===== src/rtl/serial_adder_pkg.sv =====
// serial_adder_pkg: FSM state type and counter sizing helper shared by serial_adder.
package serial_adder_pkg;

   typedef enum logic [1:0] {IDLE, RUN, DONE} state_t;

   function automatic int ceil_log2(input int v);
      int r;
      r = 0;
      for (int i = 0; i < 31; i++) if ((1 << i) < v) r = i + 1;
      return r;
   endfunction

endpackage


===== src/rtl/serial_adder_digit_adder.sv =====
// digit_adder: combinational D-bit ripple-carry slice of full adder cells.
// Also exposes the carry into the MSB so the caller can derive signed overflow.
module digit_adder #(
   parameter int D = 1
) (
   input  logic [D-1:0] i_a,
   input  logic [D-1:0] i_b,
   input  logic         i_c,
   output logic [D-1:0] o_s,
   output logic         o_c,
   output logic         o_c_msb
);

   logic [D:0] w_c;

   assign w_c[0] = i_c;

   for (genvar i = 0; i < D; i++) begin : g_fa
      assign o_s[i]     = i_a[i] ^ i_b[i] ^ w_c[i];
      assign w_c[i + 1] = (i_a[i] & i_b[i]) | (w_c[i] & (i_a[i] ^ i_b[i]));
   end

   assign o_c     = w_c[D];
   assign o_c_msb = w_c[D-1];

endmodule


===== src/rtl/serial_adder.sv =====
// serial_adder: N-bit adder processing D bits per clock, LSB digit first, with valid/ready handshake.
// Define SERIAL_ADDER_SUB_EN to add the i_sub port (A - B - ~carry_in).
module serial_adder
   import serial_adder_pkg::*;
#(
   parameter int N = 8,
   parameter int D = 1
) (
   input  logic         i_clk,
   input  logic         i_rst,
   input  logic         i_valid,
   output logic         o_ready,
   input  logic [N-1:0] i_a,
   input  logic [N-1:0] i_b,
   input  logic         i_carry_in,
`ifdef SERIAL_ADDER_SUB_EN
   input  logic         i_sub,
`endif
   output logic         o_valid,
   input  logic         i_ready,
   output logic [N-1:0] o_s,
   output logic         o_carry_out,
   output logic         o_ovf
);

   localparam int L  = N / D;
   localparam int CW = (ceil_log2(L) > 1) ? ceil_log2(L) : 1;

   if (N < 1 || D < 1 || D > N || N % D != 0) begin : g_bad_params
      $error("serial_adder: need 1 <= D <= N and N %% D == 0");
   end

   state_t          r_state, w_next;
   logic [CW-1:0]   r_cnt;
   logic [N-1:0]    r_a, r_b, r_s, w_s_next;
   logic            r_c, r_ovf;
   logic            w_sub, w_last, w_co, w_cmsb;
   logic [D-1:0]    w_sum;

`ifdef SERIAL_ADDER_SUB_EN
   assign w_sub = i_sub;
`else
   assign w_sub = 1'b0;
`endif

   digit_adder #(.D(D)) u_digit (
      .i_a    (r_a[D-1:0]),
      .i_b    (r_b[D-1:0]),
      .i_c    (r_c),
      .o_s    (w_sum),
      .o_c    (w_co),
      .o_c_msb(w_cmsb)
   );

   // New sum digits enter the result register from the MSB side.
   if (D == N) begin : g_full
      assign w_s_next = w_sum;
   end else begin : g_part
      assign w_s_next = {w_sum, r_s[N-1:D]};
   end

   assign w_last = r_cnt == CW'(L - 1);

   always_ff @(posedge i_clk) begin
      r_state <= i_rst ? IDLE : w_next;
   end

   always_comb begin
      w_next = r_state;
      case (r_state)
         IDLE:    w_next = i_valid ? RUN : IDLE;
         RUN:     w_next = w_last ? DONE : RUN;
         DONE:    w_next = i_ready ? IDLE : DONE;
         default: w_next = IDLE;
      endcase
   end

   always_ff @(posedge i_clk) begin
      if (i_rst) begin
         r_cnt <= '0;
         r_a   <= '0;
         r_b   <= '0;
         r_s   <= '0;
         r_c   <= 1'b0;
         r_ovf <= 1'b0;
      end else if (r_state == IDLE && i_valid) begin
         r_a   <= i_a;
         r_b   <= w_sub ? ~i_b : i_b;
         r_c   <= i_carry_in;
         r_cnt <= '0;
      end else if (r_state == RUN) begin
         r_a   <= r_a >> D;
         r_b   <= r_b >> D;
         r_s   <= w_s_next;
         r_c   <= w_co;
         r_cnt <= r_cnt + 1'b1;
         // Only the final digit's MSB carries determine signed overflow.
         if (w_last) r_ovf <= w_cmsb ^ w_co;
      end
   end

   assign o_ready     = r_state == IDLE;
   assign o_valid     = r_state == DONE;
   assign o_s         = r_s;
   assign o_carry_out = r_c;
   assign o_ovf       = r_ovf;

endmodule

===== config.mk =====
export PLATFORM = sky130hd
export DESIGN_NAME = serial_adder
export DESIGN_NICKNAME = d
export VERILOG_FILES = /design/src/rtl/serial_adder_pkg.sv /design/src/rtl/serial_adder_digit_adder.sv /design/src/rtl/serial_adder.sv
export SDC_FILE = /design/constraint.sdc
export NUM_CORES = 1
export LEC_CHECK = 0
export ABC_AREA = 1
export CAP_MARGIN = 25
export CORE_ASPECT_RATIO = 0.9
export CORE_MARGIN = 4
export CORE_UTILIZATION = 50
export DETAILED_ROUTE_END_ITERATION = 7
export HOLD_SLACK_MARGIN = 0.05
export PLACE_DENSITY = 0.8
export SLEW_MARGIN = 20
export SYNTH_ARGS = -nofsm -noshare
export SYNTH_HDL_FRONTEND = slang
export SYNTH_SLANG_ARGS = --single-unit

===== constraint.sdc =====
create_clock -name i_clk -period 3.35 [get_ports i_clk]
set_clock_uncertainty 0.05 [all_clocks]
set_input_delay 0.67 -clock i_clk [delete_from_list [all_inputs] [get_ports i_clk]]
set_output_delay 0.67 -clock i_clk [all_outputs]
set_load 0.1 [all_outputs]

==> results of run 1 <==
[layer usage]
layer	wire [µm]	part of all wire [%]	vias to the layer above
li1	-	-	716
met1	1440	48	605
met2	1380	46	29
met3	160	5.3	4
met4	34	1.1	0
met5	0	0	-
[logic make-up (layout without fill, tap and decap cells)]
family | after synthesis | count (layout)
buffers and inverters | 34 | 63
adders and majority gates | 3 | 3
DFF | 31 | 31
and+or+nand+nor | 115 | 115
AOI/OAI and AO/OA | 27 | 27
xor gates and xnor gates | 2 | 2
[final timing paths]
check | slack [ns] | start | end | cells past startpoint
worst max-delay path | 0.95 | r_state[0] | o_ready | 2
worst min-delay path | 0.43 | r_b[7] | r_b[7] | 2
worst max register to register | 1.64 | r_state[0] | r_b[1] | 5
worst min register to register | 0.43 | r_b[7] | r_b[7] | 2
[cell usage after synthesis, types with 2 or more instances]
cell	count	area (µm²)
buf_4	3	22.5
a21oi_1	9	45.0
inv_1	21	78.8
o21ai_0	9	45.0
ha_1	2	25.0
nand3_1	26	130
nand2_2	2	12.5
xor2_1	2	17.5
nor2_4	3	33.8
a21oi_2	8	70.1
nand2_1	56	210
buf_6	3	33.8
buf_2	6	30.0
nor2_1	28	105
dfxtp_1	31	621
[registers in the layout, indices dropped and copies added, names as in the netlist]
register     count
o_carry_out      1
o_ovf            1
r_b              8
r_state          2
o_s              8
r_cnt            3
r_a              8
[worst register-to-register path, stage by stage, from the launching register on]
cell and delay, ns:
dfxtp_1 0.81, nor2_4 0.20, nand2_2 0.29, nand2_1 0.10, nand2_1 0.08, a21oi_1 0.06
[layout make-up]
| type | instances | area share [%] |
|---|---|---|
| clock buffer | 7 | 2.46 |
| tap | 40 | 2.73 |
| multi-input combinational | 147 | 39.9 |
| sequential | 31 | 33.9 |
| timing repair buffer | 33 | 16.3 |
| inverter | 22 | 4.51 |
| clock inverter | 1 | 0.273 |
[through the flow]
stage / hold WS (ns) / cells / cell area, µm²
after floorplan: 0.394 / 212 / 1520
after global placement: 0.406 / 273 / 1780
after detailed placement: 0.406 / 273 / 1780
after CTS: 0.420 / 281 / 1830
after global routing: 0.446 / 281 / 1830
final: 0.426 / 281 / 1830
[power by group]
| group | internal (W) | switching, W |
|---|---|---|
| registers | 0.000395 | 0.0000217 |
| logic | 0.0000674 | 0.000145 |
| clock network | 0.0000817 | 0.000124 |
==> flow_metrics.tcl, run 1 <==
set metrics [dict create \
    period_minus_slack_ns 2.40 \
    hpwl_um 2080 \
    use_met1_pct 23.4 \
    vias 1354 \
    dieWidth_um 66.1 \
    gp_congestion 0.773 \
    die-area_mm2 0.00399 \
    drc_errors 0 \
    drt_iter0_drc 71 \
    slowest_delay_ns 0.55 \
    grt_max_degree 21 \
    areaGrowthSynthToFinish_pct 20.5 \
    synth_edf_count 0 \
    worst_pin_slew_ns 0.733 \
    synthAdderAreaFrac_pct 2.96 \
    synth_xor_area_share_pct 1.15 \
    drive_gt1_share_pct 14.1 \
    die_y_um 60.3 \
    status "completed" \
    cts_tree "done" \
    regArea_um2 621 \
    rsz0062_at_grt "no" \
    crit_slowest_cell "dfxtp_1" \
    synthFlopType "dfxtp_1" \
    fin_ws_ns 0.945 \
    globalRoute.totalOverflow 0 \
    multi_input_area_um2 731 \
    clock_latency_ns 0.33 \
    path_cells "nor2_4 > buf_4" \
    post-route-period-util_pct 71.8 \
    cts_buffers 5 \
    dr.pass1.iters 4 \
    ys_ff_latch 31 \
    start_util_pct 53.6 \
    dp_worst_setup_slack_ns 0.978 \
    finalCoreUtilization_pct 64.6 \
    layout_commonest_cell "nand2_1" \
    hold_buffers 0 \
    p_leak_nw 0.860 \
    crit_path_end_kind "primary output" \
    finalSetupTns_ns 0 \
    setup_viol 0 \
    grt_pass1_vias 1211 \
    pwr_density_cell_mw_per_mm2 456 \
    n_antenna_cell 0 \
    maxSlewHeadroom_pct 51.1 \
    clk_path_buf_depth 2 \
    synthArstFlopShare_pct 0 \
    pin_count 33 \
    final_nets 264 \
    fillCellCount 266 \
    slew_violations 0 \
    syn_avg_cell_area_um2 7.17 \
    hold_viol_final 0 \
    layout_common_cells "nand2_1 (56), dfxtp_1 (31), nor2_1 (28), nand3_1 (26), inv_1 (21)" \
    critPathArrivalTime_ns 1.68 \
    grt_util_met2_pct 26.7 \
    antenna_found_initial 0 \
    grt_util_met3_pct 6.77 \
    top_usage_layer "met2" \
    max_cap_violations 0 \
    synth-simple-area-share_pct 32.3 \
    vdd_drop_max_uv 263 \
    cts_resized 0 \
    path_max_fanout 17 \
    fmax_mhz 416 \
    rows 18 \
    min_path_type "reg -> reg" \
    drt_wl_total_um 3010 \
    cp.required_ns 2.63 \
    io_buffers 32 \
    synth_nets 236 \
    htreeDepth 2 \
    cts.clk_slew.worst_paths_ns 0.09 \
    track_usage_pct 17.9 \
    wire_per_inst_um 10.7 \
    clock-sinks 31 \
    clock-root-buffer "clkbuf_4" \
    start_kind "flop" \
    totalPowerFinal_w 0.000835 \
    core_area_mm2 0.00284 \
    crit_family "flip-flops" \
    syn_area_mm2 0.00152 \
    synth_top_family_by_area "simple AND/OR/NAND/NOR gates" \
    antenna_left 0 \
    synth_compound_area_share_pct 11.6 \
    grt_pass1_wl_um 5380 \
    postCtsSetupBuffers 0 \
    ys_types 18 \
    syn-instance-count 212 \
    synthMuxAreaShare_pct 0 \
    viasPerCell 4.82 \
    path_class "reg -> out" \
    yosys_warnings 0 \
    critPathBufInv 1 \
    ys_seq_area_share_pct 40.8 \
]
Power figures use the tool's default switching activity.
==> inputs of run 2 (changes only) <==
Settings changed: CORE_UTILIZATION 50 to 45, PLACE_DENSITY 0.8 to 0.76.
Clock period 3.35 ns to 2.1 ns, I/O delays scaled along.
==> run 2 against run 1 <==
Against the previous run: highest routed layer unchanged; routed wire length is 4.7% higher; cell count is 1.8% higher; global-route usage is 2.7 points lower; clock power is 120% higher.
==> flow_metrics.tcl, run 2 (synthesized netlist as in run 1, its figures left out) <==
set metrics [dict create \
    dieWidth_um 69.3 \
    areaGrowthSynthToFinish_pct 25.8 \
    final_nets 267 \
    cp.required_ns 1.63 \
    holdWs_ns 0.417 \
    track_usage_pct 15.1 \
    cts_resized 0 \
    dpl_cell_area_mm2 0.00183 \
    finalSetupTns_ns 0 \
    power.switching_w 0.000483 \
    die-area_mm2 0.00437 \
    pin_count 33 \
    regArea_um2 621 \
    n_antenna_cell 0 \
    max_cap_violations 0 \
    slew_violations 0 \
    start_kind "flop" \
    clock-sinks 31 \
    postCtsSetupBuffers 0 \
    viasPerCell 4.69 \
    cts_buffers 5 \
    drt_iter0_drc 113 \
    grt_max_degree 18 \
    cts_tree "done" \
    power.internal_w 0.000980 \
    rows 19 \
    hold_viol_final 0 \
    final_area_mm2 0.00191 \
    period_minus_slack_ns 1.82 \
    rsz0062_at_grt "no" \
    stdcell_count 286 \
    hpwl_um 2200 \
    multi_input_area_um2 731 \
    start_util_pct 48.4 \
    path_max_fanout 17 \
    min_path_type "reg -> reg" \
    setup_viol 0 \
    worst_pin_slew_ns 0.472 \
    crit_path_end_kind "primary output" \
    drc_errors 0 \
    r2r_setup_slack_ns 0.57 \
    vias 1342 \
    gp_congestion 0.738 \
    grt_pass1_wl_um 5480 \
    p_leak_nw 0.896 \
    clock-root-buffer "clkbuf_8" \
    drive_gt1_share_pct 15.2 \
    place_inst 278 \
    p_comb_share_pct 24.6 \
    pwr-share-clk_pct 30.6 \
    drt_wl_total_um 3160 \
    cts.clk_slew.worst_paths_ns 0.06 \
    die_y_um 63.1 \
    clock_latency_ns 0.28 \
    post-route-period-util_pct 86.6 \
    clk_path_buf_depth 2 \
    dr.pass1.iters 4 \
    hold_buffers 0 \
    pwr_density_cell_mw_per_mm2 765 \
    layout_commonest_cell "nand2_1" \
    status "completed" \
    wire_per_inst_um 11.0 \
    core_area_mm2 0.00314 \
    antenna_left 0 \
    fillCellCount 311 \
    io_buffers 32 \
    critPathArrivalTime_ns 1.35 \
    seqPwrFrac_pct 44.8 \
    path_class "reg -> out" \
    vdd_drop_max_uv 563 \
    fmax_mhz 550 \
    htreeDepth 2 \
    swShare_pct 33.0 \
    grt_pass1_vias 1183 \
    layout_common_cells "nand2_1 (56), dfxtp_1 (31), nor2_1 (28), nand3_1 (26), inv_1 (21)" \
    maxSlewHeadroom_pct 68.4 \
    antenna_found_initial 0 \
    globalRoute.totalOverflow 0 \
]
-- run 2: cell types whose count changed in the layout (fill, tap and decap cells not counted) --
| cell | delta |
|---|---|
| clkbuf_4 | -5 |
| clkbuf_8 | +5 |
| buf_12 | +2 |
| buf_4 | +1 |
-- run 2: final timing paths --
check,cells after the start,start,endpoint
worst max-delay path,3,r_state[0],o_ready
worst min-delay path,2,r_a[6],r_a[6]
worst max register to register,6,r_state[0],r_b[1]
worst min register to register,2,r_a[6],r_a[6]
-- run 2: worst max-delay path, stage by stage (launching register included) --
cell     delay (ns)
dfxtp_1        0.31
buf_4          0.18
nor2_4         0.34
buf_12         0.23
-- run 2: cell type report --
class | instances | share of cell area, %
clock buffers | 7 | 3.99
flip-flops and latches | 31 | 32.4
clock inverters | 1 | 0.262
well taps | 42 | 2.75
repair buffers | 36 | 18.1
multi-input cells | 147 | 38.2
inverters | 22 | 4.32
-- run 2: through the flow --
stage	worst slack (ns)	utilization [%]	total power [W]
after CTS	0.263	61.0	0.00148
final	0.281	61.0	0.00146
after detailed placement	0.157	58.4	0.00103
after global placement	0.195	58.4	0.00103
after floorplan	0.199	-	0.000939
after global routing	0.193	61.0	0.00154
-- run 2: per-layer routing --
metal  vias up  track usage (%)  share of wire (%)
li1        722                -                  -
met1       590             20.3                 48
met2        24             22.4                 45
met3         6             5.41                5.4
met4         0             5.12                1.5
met5         -                0                  0
-- run 2: power by group through the flow --
stage	clock (W)	combinational (W)	sequential [W]
floorplan	0	0.000170	0.000769
global placement	0	0.000358	0.000669
detailed placement	0	0.000362	0.000669
CTS	0.000457	0.000363	0.000656
global route	0.000485	0.000390	0.000663
finish	0.000448	0.000360	0.000656
==> inputs of run 3 (changes only) <==
Settings changed: CORE_ASPECT_RATIO 0.9 to unset.
==> run 3 against run 2 <==
Against the previous run: worst setup slack better by 0.017 ns; hold slack improved by 0.0075 ns; sequential cell count unchanged; highest routed layer unchanged; critical path type unchanged; largest power group unchanged.
==> flow_metrics.tcl, run 3 (synthesized netlist as in run 1, its figures left out) <==
set metrics [dict create \
    status "completed" \
    power.switching_w 0.000454 \
    grt_max_degree 20 \
    pin_count 33 \
    p_comb_share_pct 24.6 \
    cp.required_ns 1.63 \
    multi_input_area_um2 731 \
    path_class "reg -> out" \
    swShare_pct 31.4 \
    seqPwrFrac_pct 45.4 \
    layout_common_cells "nand2_1 (56), dfxtp_1 (31), nor2_1 (28), nand3_1 (26), inv_1 (21)" \
    clock_latency_ns 0.32 \
    regArea_um2 621 \
    power.internal_w 0.000991 \
    final_nets 266 \
    vias 1330 \
    clock-root-buffer "clkbuf_4" \
    cts_resized 0 \
    fmax_mhz 555 \
    fin_ws_ns 0.298 \
    die-area_mm2 0.00437 \
    htreeDepth 2 \
    track_usage_pct 15.7 \
    fillCellCount 321 \
    dp_worst_setup_slack_ns 0.401 \
    drt_wl_total_um 3020 \
    start_kind "flop" \
    finalSetupTns_ns 0 \
    rsz0062_at_grt "no" \
    hold_viol_final 0 \
    setup_viol 0 \
    start_util_pct 48.2 \
    dr.pass1.iters 4 \
    drt_iter0_drc 49 \
    p_leak_nw 0.887 \
    final_area_mm2 0.00190 \
    period_minus_slack_ns 1.80 \
    pwr_density_cell_mw_per_mm2 761 \
    maxSlewHeadroom_pct 70.9 \
    rows 20 \
    cts.clk_slew.worst_paths_ns 0.09 \
    slew_violations 0 \
    hold_buffers 0 \
    hpwl_um 2110 \
    cts_tree "done" \
    dpl_cell_area_mm2 0.00183 \
    wire_per_inst_um 10.5 \
    drive_gt1_share_pct 14.9 \
    globalRoute.totalOverflow 0 \
    critPathArrivalTime_ns 1.33 \
    post-route-period-util_pct 85.8 \
    drc_errors 0 \
    n_antenna_cell 0 \
    clock-sinks 31 \
    holdWs_ns 0.425 \
    pwr-share-clk_pct 30.0 \
    vdd_drop_max_uv 539 \
    gp_congestion 0.802 \
    dieWidth_um 66.1 \
    worst_pin_slew_ns 0.434 \
    antenna_found_initial 0 \
    grt_pass1_wl_um 5110 \
    totalPowerFinal_w 0.00144 \
    core_area_mm2 0.00315 \
    postCtsSetupBuffers 0 \
    cts_buffers 5 \
    crit_path_end_kind "primary output" \
    areaGrowthSynthToFinish_pct 24.9 \
    layout_commonest_cell "nand2_1" \
    max_cap_violations 0 \
    viasPerCell 4.65 \
    path_max_fanout 14 \
    io_buffers 32 \
    clk_path_buf_depth 2 \
    min_path_type "reg -> reg" \
    antenna_left 0 \
    die_y_um 66.1 \
    grt_pass1_vias 1168 \
]
-- run 3: final timing paths --
kind / startpoint / slack [ns] / to / cells past startpoint
setup / recovery: r_state[1] / 0.30 / o_valid / 3
hold / removal: r_b[1] / 0.42 / r_b[1] / 2
setup reg to reg: r_state[1] / 0.62 / r_b[7] / 5
hold reg to reg: r_b[1] / 0.42 / r_b[1] / 2
-- run 3: per-layer routing --
layer / wire length [µm] / GRT usage, % / vias up
met2: 1380 / 24.8 / 22
li1: - / - / 720
met5: 0 / 0 / -
met3: 122 / 5.61 / 4
met1: 1460 / 19.1 / 584
met4: 50 / 6.85 / 0
-- run 3: power groups by stage --
stage	sequential [W]	clock (W)	combinational (W)
after floorplan	0.000769	0	0.000170
after CTS	0.000657	0.000448	0.000359
final	0.000657	0.000433	0.000355
after global placement	0.000669	0	0.000355
after detailed placement	0.000670	0	0.000358
after global routing	0.000662	0.000483	0.000387
-- run 3: worst max-delay path: stages (launching register included) --
cell and delay (ns):
dfxtp_1 0.47, inv_2 0.20, nor2_4 0.16, buf_12 0.18
-- run 3: cell type report --
type | instances | area share [%]
multi-input cells | 147 | 38.5
clock buffers | 6 | 2.18
repair buffers | 35 | 17.8
inverters | 22 | 4.35
well taps | 44 | 2.90
clock inverters | 1 | 1.58
flip-flops and latches | 31 | 32.7
-- run 3: stage by stage --
stage | util (%) | cells
6_report | 60.2 | 286
2_1_floorplan | - | 212
5_1_grt | 60.2 | 286
3_3_place_gp | 57.9 | 279
4_1_cts | 60.2 | 286
3_5_place_dp | 57.9 | 279
